File: src/rtl/i2s_dac_transmitter_if.sv
// Sample hand-off and codec-side signals of the I2S DAC transmitter.
// master = upstream audio source / bench, slave = the transmitter itself.
interface i2s_dac_transmitter_if #(
  parameter int DATA_BITS = 16
);
  logic signed [DATA_BITS-1:0] SAMPLE_L;
  logic signed [DATA_BITS-1:0] SAMPLE_R;
  logic                        SAMPLE_VALID;
  logic                        SAMPLE_READY;
  logic                        MUTE;
  logic                        SAMPLE_REQ;
  logic [7:0]                  UNDERRUN_COUNT;
  logic                        AUD_BCLK;
  logic                        AUD_DACLRCK;
  logic                        AUD_DACDAT;

  modport master (
    output SAMPLE_L, SAMPLE_R, SAMPLE_VALID, MUTE,
    input  SAMPLE_READY, SAMPLE_REQ, UNDERRUN_COUNT,
    input  AUD_BCLK, AUD_DACLRCK, AUD_DACDAT
  );

  modport slave (
    input  SAMPLE_L, SAMPLE_R, SAMPLE_VALID, MUTE,
    output SAMPLE_READY, SAMPLE_REQ, UNDERRUN_COUNT,
    output AUD_BCLK, AUD_DACLRCK, AUD_DACDAT
  );
endinterface

File: src/rtl/i2s_dac_transmitter.sv
// I2S DAC transmitter: one-entry L/R holding buffer, BCLK/LRCK generation
// from CLK, and MSB-first serialisation with the standard 1-BCLK data delay.
// A frame load with no buffered pair repeats the previous frame and bumps a
// saturating underrun counter.
module i2s_dac_transmitter #(
  parameter int BCLK_DIV  = 16,
  parameter int SLOT_BITS = 32,
  parameter int DATA_BITS = 16
) (
  input  logic CLK,
  input  logic RESET_N,
  i2s_dac_transmitter_if.slave bus
);

  localparam int FRAME_BITS = 2 * SLOT_BITS;
  localparam int DW = (BCLK_DIV > 1) ? $clog2(BCLK_DIV) : 1;
  localparam int BW = $clog2(FRAME_BITS);
  localparam logic [DW-1:0] DIV_LAST  = DW'(BCLK_DIV - 1);
  localparam logic [BW-1:0] BIT_LAST  = BW'(FRAME_BITS - 1);
  localparam logic [BW-1:0] SLOT_N    = BW'(SLOT_BITS);

  logic [DW-1:0] div_cnt;
  logic          bclk;
  logic [BW-1:0] bit_cnt;
  logic          lrck;
  logic          dacdat;
  logic          ready;
  logic          req;
  logic [7:0]    urun_cnt;

  logic signed [DATA_BITS-1:0] buf_l;
  logic signed [DATA_BITS-1:0] buf_r;
  logic signed [DATA_BITS-1:0] frm_l;
  logic signed [DATA_BITS-1:0] frm_r;

  logic          div_wrap;
  logic          bclk_fall;
  logic          frame_wrap;
  logic          accept;
  logic [BW-1:0] bit_nxt;

  // Serial bit for frame position n: slot position 0 is the I2S delay bit,
  // positions 1..DATA_BITS carry the sample MSB first, the rest pad with 0.
  function automatic logic slot_bit(input logic [BW-1:0] n,
                                    input logic signed [DATA_BITS-1:0] l,
                                    input logic signed [DATA_BITS-1:0] r);
    logic [BW-1:0]        p;
    logic [DATA_BITS-1:0] sel;
    logic [DATA_BITS-1:0] sh;
    p   = (n >= SLOT_N) ? (n - SLOT_N) : n;
    sel = (n >= SLOT_N) ? r : l;
    if ((p == '0) || (int'(p) > DATA_BITS)) begin
      return 1'b0;
    end
    sh = sel >> (DATA_BITS - int'(p));
    return sh[0];
  endfunction

  // Divider/bit-counter decode and handshake accept.
  always_comb begin
    div_wrap   = (div_cnt == DIV_LAST);
    bclk_fall  = div_wrap && bclk;
    frame_wrap = bclk_fall && (bit_cnt == BIT_LAST);
    bit_nxt    = frame_wrap ? '0 : (bit_cnt + 1'b1);
    accept     = bus.SAMPLE_VALID && ready;
  end

  // BCLK generation: toggle every BCLK_DIV CLK cycles.
  always_ff @(posedge CLK or negedge RESET_N) begin
    if (!RESET_N) begin
      div_cnt <= '0;
      bclk    <= 1'b0;
    end else if (div_wrap) begin
      div_cnt <= '0;
      bclk    <= ~bclk;
    end else begin
      div_cnt <= div_cnt + 1'b1;
    end
  end

  // Bit position, LRCK and serial data all advance on the BCLK falling edge.
  always_ff @(posedge CLK or negedge RESET_N) begin
    if (!RESET_N) begin
      bit_cnt <= '0;
      lrck    <= 1'b0;
      dacdat  <= 1'b0;
    end else if (bclk_fall) begin
      bit_cnt <= bit_nxt;
      lrck    <= (bit_nxt >= SLOT_N);
      dacdat  <= slot_bit(bit_nxt, frm_l, frm_r);
    end
  end

  // Holding-buffer occupancy: READY drops on accept, returns when a load drains it.
  // Accept needs an empty buffer and a draining load needs a full one, so the two never coincide.
  always_ff @(posedge CLK or negedge RESET_N) begin
    if (!RESET_N) begin
      ready <= 1'b1;
    end else if (accept) begin
      ready <= 1'b0;
    end else if (frame_wrap && !ready) begin
      ready <= 1'b1;
    end
  end

  // Holding-buffer data; only meaningful while READY is low.
  always_ff @(posedge CLK) begin
    if (accept) begin
      buf_l <= bus.SAMPLE_L;
      buf_r <= bus.SAMPLE_R;
    end
  end

  // Frame load at the wrap; an empty buffer repeats the previous frame, MUTE forces zeros.
  always_ff @(posedge CLK or negedge RESET_N) begin
    if (!RESET_N) begin
      frm_l <= '0;
      frm_r <= '0;
    end else if (frame_wrap) begin
      if (bus.MUTE) begin
        frm_l <= '0;
        frm_r <= '0;
      end else if (!ready) begin
        frm_l <= buf_l;
        frm_r <= buf_r;
      end
    end
  end

  // Load strobe and saturating underrun count (a same-cycle accept still counts as underrun).
  always_ff @(posedge CLK or negedge RESET_N) begin
    if (!RESET_N) begin
      req      <= 1'b0;
      urun_cnt <= 8'd0;
    end else begin
      req <= frame_wrap;
      if (frame_wrap && ready && (urun_cnt != 8'hFF)) begin
        urun_cnt <= urun_cnt + 8'd1;
      end
    end
  end

  assign bus.SAMPLE_READY   = ready;
  assign bus.SAMPLE_REQ     = req;
  assign bus.UNDERRUN_COUNT = urun_cnt;
  assign bus.AUD_BCLK       = bclk;
  assign bus.AUD_DACLRCK    = lrck;
  assign bus.AUD_DACDAT     = dacdat;

endmodule
File: src/flat_wrapper.sv
// flat-port wrapper written by rule: the top's interface ports become plain ports
module i2s_dac_transmitter_flat 
#(
  parameter int BCLK_DIV  = 16,
  parameter int SLOT_BITS = 32,
  parameter int DATA_BITS = 16
)
  (CLK, RESET_N, bus_SAMPLE_L, bus_SAMPLE_R, bus_SAMPLE_VALID, bus_MUTE, bus_SAMPLE_READY, bus_SAMPLE_REQ, bus_UNDERRUN_COUNT, bus_AUD_BCLK, bus_AUD_DACLRCK, bus_AUD_DACDAT);
  i2s_dac_transmitter_if #(.DATA_BITS(DATA_BITS)) bus_i ();
  input  logic CLK;
  input  logic RESET_N;
  input wire logic [$bits(bus_i.SAMPLE_L)-1:0] bus_SAMPLE_L;
  input wire logic [$bits(bus_i.SAMPLE_R)-1:0] bus_SAMPLE_R;
  input wire logic [$bits(bus_i.SAMPLE_VALID)-1:0] bus_SAMPLE_VALID;
  input wire logic [$bits(bus_i.MUTE)-1:0] bus_MUTE;
  output wire logic [$bits(bus_i.SAMPLE_READY)-1:0] bus_SAMPLE_READY;
  output wire logic [$bits(bus_i.SAMPLE_REQ)-1:0] bus_SAMPLE_REQ;
  output wire logic [$bits(bus_i.UNDERRUN_COUNT)-1:0] bus_UNDERRUN_COUNT;
  output wire logic [$bits(bus_i.AUD_BCLK)-1:0] bus_AUD_BCLK;
  output wire logic [$bits(bus_i.AUD_DACLRCK)-1:0] bus_AUD_DACLRCK;
  output wire logic [$bits(bus_i.AUD_DACDAT)-1:0] bus_AUD_DACDAT;
  assign bus_i.SAMPLE_L = bus_SAMPLE_L;
  assign bus_i.SAMPLE_R = bus_SAMPLE_R;
  assign bus_i.SAMPLE_VALID = bus_SAMPLE_VALID;
  assign bus_i.MUTE = bus_MUTE;
  assign bus_SAMPLE_READY = bus_i.SAMPLE_READY;
  assign bus_SAMPLE_REQ = bus_i.SAMPLE_REQ;
  assign bus_UNDERRUN_COUNT = bus_i.UNDERRUN_COUNT;
  assign bus_AUD_BCLK = bus_i.AUD_BCLK;
  assign bus_AUD_DACLRCK = bus_i.AUD_DACLRCK;
  assign bus_AUD_DACDAT = bus_i.AUD_DACDAT;
  i2s_dac_transmitter #(.BCLK_DIV(BCLK_DIV), .SLOT_BITS(SLOT_BITS), .DATA_BITS(DATA_BITS)) u_core (.CLK(CLK), .RESET_N(RESET_N), .bus(bus_i));
endmodule
File: config.mk
export PLATFORM = sky130hd
export DESIGN_NAME = i2s_dac_transmitter_flat
export DESIGN_NICKNAME = d
export VERILOG_FILES = /design/src/rtl/i2s_dac_transmitter_if.sv /design/src/rtl/i2s_dac_transmitter.sv /design/src/flat_wrapper.sv
export SDC_FILE = /design/constraint.sdc
export NUM_CORES = 1
export LEC_CHECK = 0
export ABC_AREA = 1
export ABC_CLOCK_PERIOD_IN_PS = 2190
export BUFFER_PORTS_ARGS = -buffer_cell sky130_fd_sc_hd__buf_2
export CORE_AREA = 2 2 81 91
export CTS_CLUSTER_SIZE = 12
export DETAILED_ROUTE_END_ITERATION = 10
export DIE_AREA = 0 0 83 93
export PLACE_DENSITY = 0.77
export SKIP_CTS_REPAIR_TIMING = 1
export SLEW_MARGIN = 0
export SYNTH_ARGS = -nofsm -noshare
export SYNTH_HDL_FRONTEND = slang
export SYNTH_SLANG_ARGS = --single-unit
File: constraint.sdc
create_clock -name CLK -period 2.19 [get_ports CLK]
set_clock_uncertainty 0.15 [all_clocks]
set_input_delay 0 -clock CLK [delete_from_list [all_inputs] [get_ports CLK]]
set_output_delay 0 -clock CLK [all_outputs]
set_load 0.005 [all_outputs]
==> run metrics, run 1 <==
status=finished, final reports clean; Leak=2.17 nW; Nets=505; CTS tree=done; leading area contributor after synthesis=dfrtp_1; DR DRC count=0; Vias=2856; list of most frequent post-synthesis cells=nand3_1, nand2_1, inv_1, dfrtp_1, o21ai_0; asr flop ratio synth=62.8%; row cnt=32; die area=7720 µm²; Comb power frac=4.2%; storage element area=2310 µm²; Clock Sinks=86; Critical R2R Launch=u_core.div_cnt[0]; Worst setup EP type=flop; Hold Path Class=in2reg; Cell Area, Synth=3750 µm²; drt pass-1 iters=4; Synth Instances=374; Syn Nets=413; area grow syn2layout=26.7%; CTS Buffer Depth=2; # diodes=0; largest net degree at the start of global routing=47; Synth top area share=35.3%; Root Driver=clkbuf_8; pre-CTS setup slack=0.0751 ns; Crit. path cell count=12; most frequent cell after synthesis=nand3_1; final hold viol count=0; Total Routed Length=8280 µm; final RePlAce weighted congestion=0.845; Final Setup Violations=0; worst path cell trace=ha_4, nand3_2, nor2_4, nand2_8, nand2_8, nand2_2, nor2_2, xor2_2, inv_1, nand3_1, nand3_1, nand2_1; Sw Share=20.9%; die height=93 µm; number of synthesized flops with an enable pin=32; Fmax achieved=483 MHz; initial core utilization=54.8%; gr ovfl total=0; multi-input logic area=1210 µm²; layout cell share with drive strength beyond 1=20.8%; CTS buffer count=9; Min Clock Period, post-route=2.07 ns; Initial DRC Count=104; delay-heaviest family, CP=simple AND/OR/NAND/NOR gates; Reg clk slew, reported paths=0.08 ns; Slowest-stage cell, CP=dfrtp_1; hold_ws=0.0920 ns; register area share after synthesis=61.6%; antenna violations before repair=0; switching pwr=0.000640 W; HPWL after DPL=5010 µm; clock network power share=40.0%; H-tree depth=3; Slew HR=48.7%; sequential power share=55.8%; final setup margin=0.120 ns; CP Class=reg2reg; WP buf/inv=1; ys flop type=dfrtp_1; Crit. Startpoint=u_core.div_cnt[0]; FF-to-FF End=u_core.bus.AUD_DACDAT; die span in x=83 µm; pin slew with the least headroom to its limit=0.769 ns; WP data arrival=2.22 ns; vias in the first global route=2686; DR WL/cell=14.9 µm; Setup crit end=u_core.bus.AUD_DACDAT; worst r2r path cells=12; CP required=2.34 ns; Synth cell types=31; Largest stage delay, worst path=0.42 ns; routed vias/inst=5.14; CORE AREA=6850 µm²; Ports=49; cell-internal power=0.00242 W; top cells by area, synth=dfrtp_1, edfxtp_1, nand3_1, nand2_1, inv_1; Pwr Density=643 nW/µm²; yosys warns=0; Max-Cap Viols=0; GRT Total Usage=20.0%; crit share post-route=94.5%; Fillers=487; Worst-Skew Late Latency=0.36 ns; crit-path max FO=11; Final Max Tran Viols=0; startpoint types=flop; Yosys reg bits=86; peak supply drop=493 µV; Synth Area per Inst=10.0 µm²; first-pass GRT wire length=12100 µm; R2R Setup Slk=0.12 ns; input/output buffers=48; Final ANT Viol Nets=0
worst min-delay path by stage:
stage,cells after the start,startpoint,endpoint,slack (ns)
floorplan,0,RESET_N,u_core.bit_cnt[0],-0.45
global placement,1,RESET_N,u_core.frm_l[2],-0.04
detailed placement,1,RESET_N,u_core.frm_l[2],-0.03
CTS,1,RESET_N,u_core.frm_l[2],-0.43
global route,5,bus_MUTE,u_core.frm_r[12],0.11
finish,5,bus_MUTE,u_core.frm_r[12],0.09
cell type report:
| class | instances | share of cell area (%) |
|---|---|---|
| clock inverters | 6 | 1.97 |
| flip-flops and latches | 86 | 48.6 |
| clock buffers | 10 | 2.68 |
| inverters | 56 | 4.42 |
| multi-input cells | 218 | 25.3 |
| repair buffers | 95 | 14.7 |
| well taps | 85 | 2.24 |
flip-flops by register name, summed over array words and instances (netlist names):
name / cells
u_core.frm_r: 16
u_core.bus.SAMPLE_READY: 1
u_core.buf_r: 16
u_core.bus.AUD_DACLRCK: 1
u_core.bit_cnt: 5
u_core.bus.SAMPLE_REQ: 1
u_core.buf_l: 16
u_core.bus.UNDERRUN_COUNT: 8
u_core.div_cnt: 4
u_core.bus.AUD_DACDAT: 1
u_core.bus.AUD_BCLK: 1
u_core.frm_l: 16
power by group through the flow:
stage                     Sequential (W)  Combinational, W  Clock (W)
after floorplan                  0.00174         0.0000186          0
after global placement           0.00174         0.0000768          0
after detailed placement         0.00174         0.0000806          0
after CTS                        0.00171         0.0000809    0.00124
after global routing             0.00171          0.000142    0.00130
final                            0.00171          0.000128    0.00122
tightest hold or removal path, stage by stage:
cell and delay (ns):
buf_2 0.10, clkinv_1 0.09, a21oi_4 0.07, buf_12 0.17, o21ai_1 0.12
layer usage:
metal  up-vias  share of wire, %  global-route usage [%]
met3        12               4.2                    5.03
met2        61                53                    34.0
li1       1414                 -                       -
met1      1369                42                    25.2
met4         0               1.4                    6.97
met5         -                 0                       0
placed cells by master, fill, tap and decap left out, drive strengths merged:
cell         count
nand3           70
nand2           65
buf             62
inv             57
dfrtp           53
o21ai           40
dlygate4sd3     33
edfxtp          32
nor2            17
clkbuf          10
xor2             9
a21oi            4
o211ai           3
ha               3
clkinv           3
xnor2            2
nand4            2
bufinv           2
o311ai           1
mux2             1
nand3b           1
dfstp            1
metrics by stage:
step	std cells	power, W	instance area, µm²	TNS [ns]	utilization [%]
6_report	556	0.00306	4760	0	69.5
2_1_floorplan	374	0.00176	3750	0	-
3_3_place_gp	504	0.00182	4120	0	60.2
5_1_grt	556	0.00315	4760	-0.00459	69.5
4_1_cts	520	0.00303	4340	0	63.4
3_5_place_dp	504	0.00182	4120	0	60.2
kinds of logic after synthesis:
kind of cell	synth area share [%]
xor+xnor	2.57
mux	0.300
compound gates	7.00
fa+ha+maj	1.00
flops	61.6
simple gates	19.5
buf+inv	8.00
No activity file was read; power rests on OpenSTA's default activity.
==> inputs of run 2 (changes only) <==
- ABC_CLOCK_PERIOD_IN_PS: 2190 -> 2300
- clock period: 2.19 -> 2.3 ns (I/O delays scaled with it)
==> run 2 against run 1 <==
  * Final cell count shrank 0.54%
  * Clock power is essentially flat
  * Critical path depth shrank 3
  * Largest cell class unchanged
  * Sequential power decreased by 5%
  * Sequential share of layout area grew 0.39 points
  * Combinational power is 3% lower
  * Critical path type unchanged
==> run metrics, run 2 (synthesized netlist as in run 1, its figures left out) <==
status=finished, final reports clean (unchanged); Ports=49 (unchanged); worst r2r path cells=9 (was 12); Final Max Tran Viols=0 (unchanged); commonest non-fill, non-tap cell in the layout=nand3_1 (unchanged); vias in the first global route=2606 (was 2686); Initial DRC Count=162 (was 104); Vias=2870 (was 2856); HPWL after DPL=5030 µm (was 5010 µm); layout cell share with drive strength beyond 1=19.9% (was 20.8%); hold_ws=0.0424 ns (was 0.0920 ns); CTS tree=done (unchanged); final core occ=69.0% (was 69.5%); gr ovfl total=0 (unchanged); initial core utilization=54.8% (unchanged); most frequent cells in the layout=nand3_1, nand2_1, inv_1, dfrtp_1, buf_2 (unchanged); Root Driver=clkbuf_8 (unchanged); GRT met3 Usage=5.03% (unchanged); Fillers=516 (was 487); Max-Cap Viols=0 (unchanged); largest net degree at the start of global routing=47 (unchanged); hold depth=4 (was 5); routed vias/inst=5.19 (was 5.14); Pwr Density=631 nW/µm² (was 643 nW/µm²); final hold viol count=0 (unchanged); final RePlAce weighted congestion=0.894 (was 0.845); Post-Layout Cell Count=553 (was 556); multi-input logic area=1180 µm² (was 1210 µm²); GRT Total Usage=19.6% (was 20.0%); Power Total=0.00298 W (was 0.00306 W); first-pass GRT wire length=11900 µm (was 12100 µm); Placed Cells=499 (was 504); drt pass-1 iters=4 (unchanged); met1 Use GR=25.0% (was 25.2%); die area=7720 µm² (unchanged); Min Clock Period, post-route=2.15 ns (was 2.07 ns); CP required=2.39 ns (was 2.34 ns); WP data arrival=2.25 ns (was 2.22 ns); grt peak-use layer=met2 (unchanged); CP Class=reg2reg (unchanged); CTS Buffer Depth=2 (unchanged); Reg clk slew, reported paths=0.08 ns (about the same); input/output buffers=48 (unchanged); storage element area=2310 µm² (about the same); Final ANT Viol Nets=0 (unchanged); Final Setup Violations=0 (unchanged); Total Routed Length=8040 µm (was 8280 µm); Fmax achieved=464 MHz (was 483 MHz); Slew HR=50.0% (was 48.7%); DR DRC count=0 (unchanged); area grow syn2layout=25.8% (was 26.7%); Leak=2.15 nW (was 2.17 nW); pin slew with the least headroom to its limit=0.750 ns (was 0.769 ns); CORE AREA=6850 µm² (unchanged); CTS buffer count=9 (unchanged); H-tree depth=3 (unchanged); crit-path max FO=11 (unchanged); startpoint types=flop (unchanged); Worst-Skew Late Latency=0.35 ns (was 0.36 ns); row cnt=32 (unchanged); Clock Sinks=86 (unchanged); Hold Path Class=in2reg (unchanged); DR WL/cell=14.5 µm (was 14.9 µm); met2 Usage GRT=32.4% (was 34.0%); peak supply drop=474 µV (was 493 µV); die height=93 µm (unchanged); # diodes=0 (unchanged); Nets=502 (was 505); Worst setup EP type=flop (unchanged); die span in x=83 µm (unchanged); crit share post-route=93.6% (was 94.5%); antenna violations before repair=0 (unchanged)
## run 2: report_power, final
| group | internal [W] | switching (W) | leakage (nW) | total, W |
|---|---|---|---|---|
| sequential | 0.00162 | 0.00000864 | 1.03 | 0.00162 |
| clock | 0.000719 | 0.000515 | 0.112 | 0.00123 |
| combinational | 0.0000661 | 0.0000578 | 1.01 | 0.000124 |
| total | 0.00240 | 0.000581 | 2.15 | 0.00298 |
## run 2: final cells by class
class                           count  share of cell area (%)
Timing Repair Buffer               91                    14.2
Tap cell                           85                    2.25
Inverter                           56                    4.45
Sequential cell                    86                    49.0
Clock buffer                       10                    2.70
Multi-Input combinational cell    219                    25.1
Clock inverter                      6                    2.33
## run 2: metal layers
metal  part of all wire [%]  wire, µm
met4                    3.0       243
met1                     42      3340
met3                    3.8       309
met2                     52      4140
met5                      0         0
## run 2: worst paths after layout
check                                      start                            to  slack (ns)
min in group asynchronous                RESET_N               u_core.frm_l[2]        0.10
min reg2reg                u_core.bus.AUD_DACDAT         u_core.bus.AUD_DACDAT        0.34
max                            u_core.div_cnt[0]  u_core.bus.UNDERRUN_COUNT[7]        0.15
min                                     bus_MUTE               u_core.frm_l[9]        0.04
max in group asynchronous                RESET_N              u_core.frm_l[14]        1.22
max reg2reg                    u_core.div_cnt[0]  u_core.bus.UNDERRUN_COUNT[7]        0.15
## run 2: through the flow
step                      setup slack, ns  TNS [ns]  cell area, µm²
final                               0.147         0            4720
after CTS                          0.0905         0            4320
after floorplan                     0.396         0            3750
after detailed placement            0.112         0            4080
after global placement              0.173         0            4080
after global routing              -0.0112   -0.0215            4720
## run 2: worst max-delay path: stages (launching register included)
cell and delay, ns:
dfrtp_1 0.38, ha_2 0.22, nand3_2 0.13, nor2_4 0.23, nand2_8 0.13, inv_2 0.11, o311ai_1 0.19, nor2_2 0.21
nand4_1 0.13, xor2_1 0.16
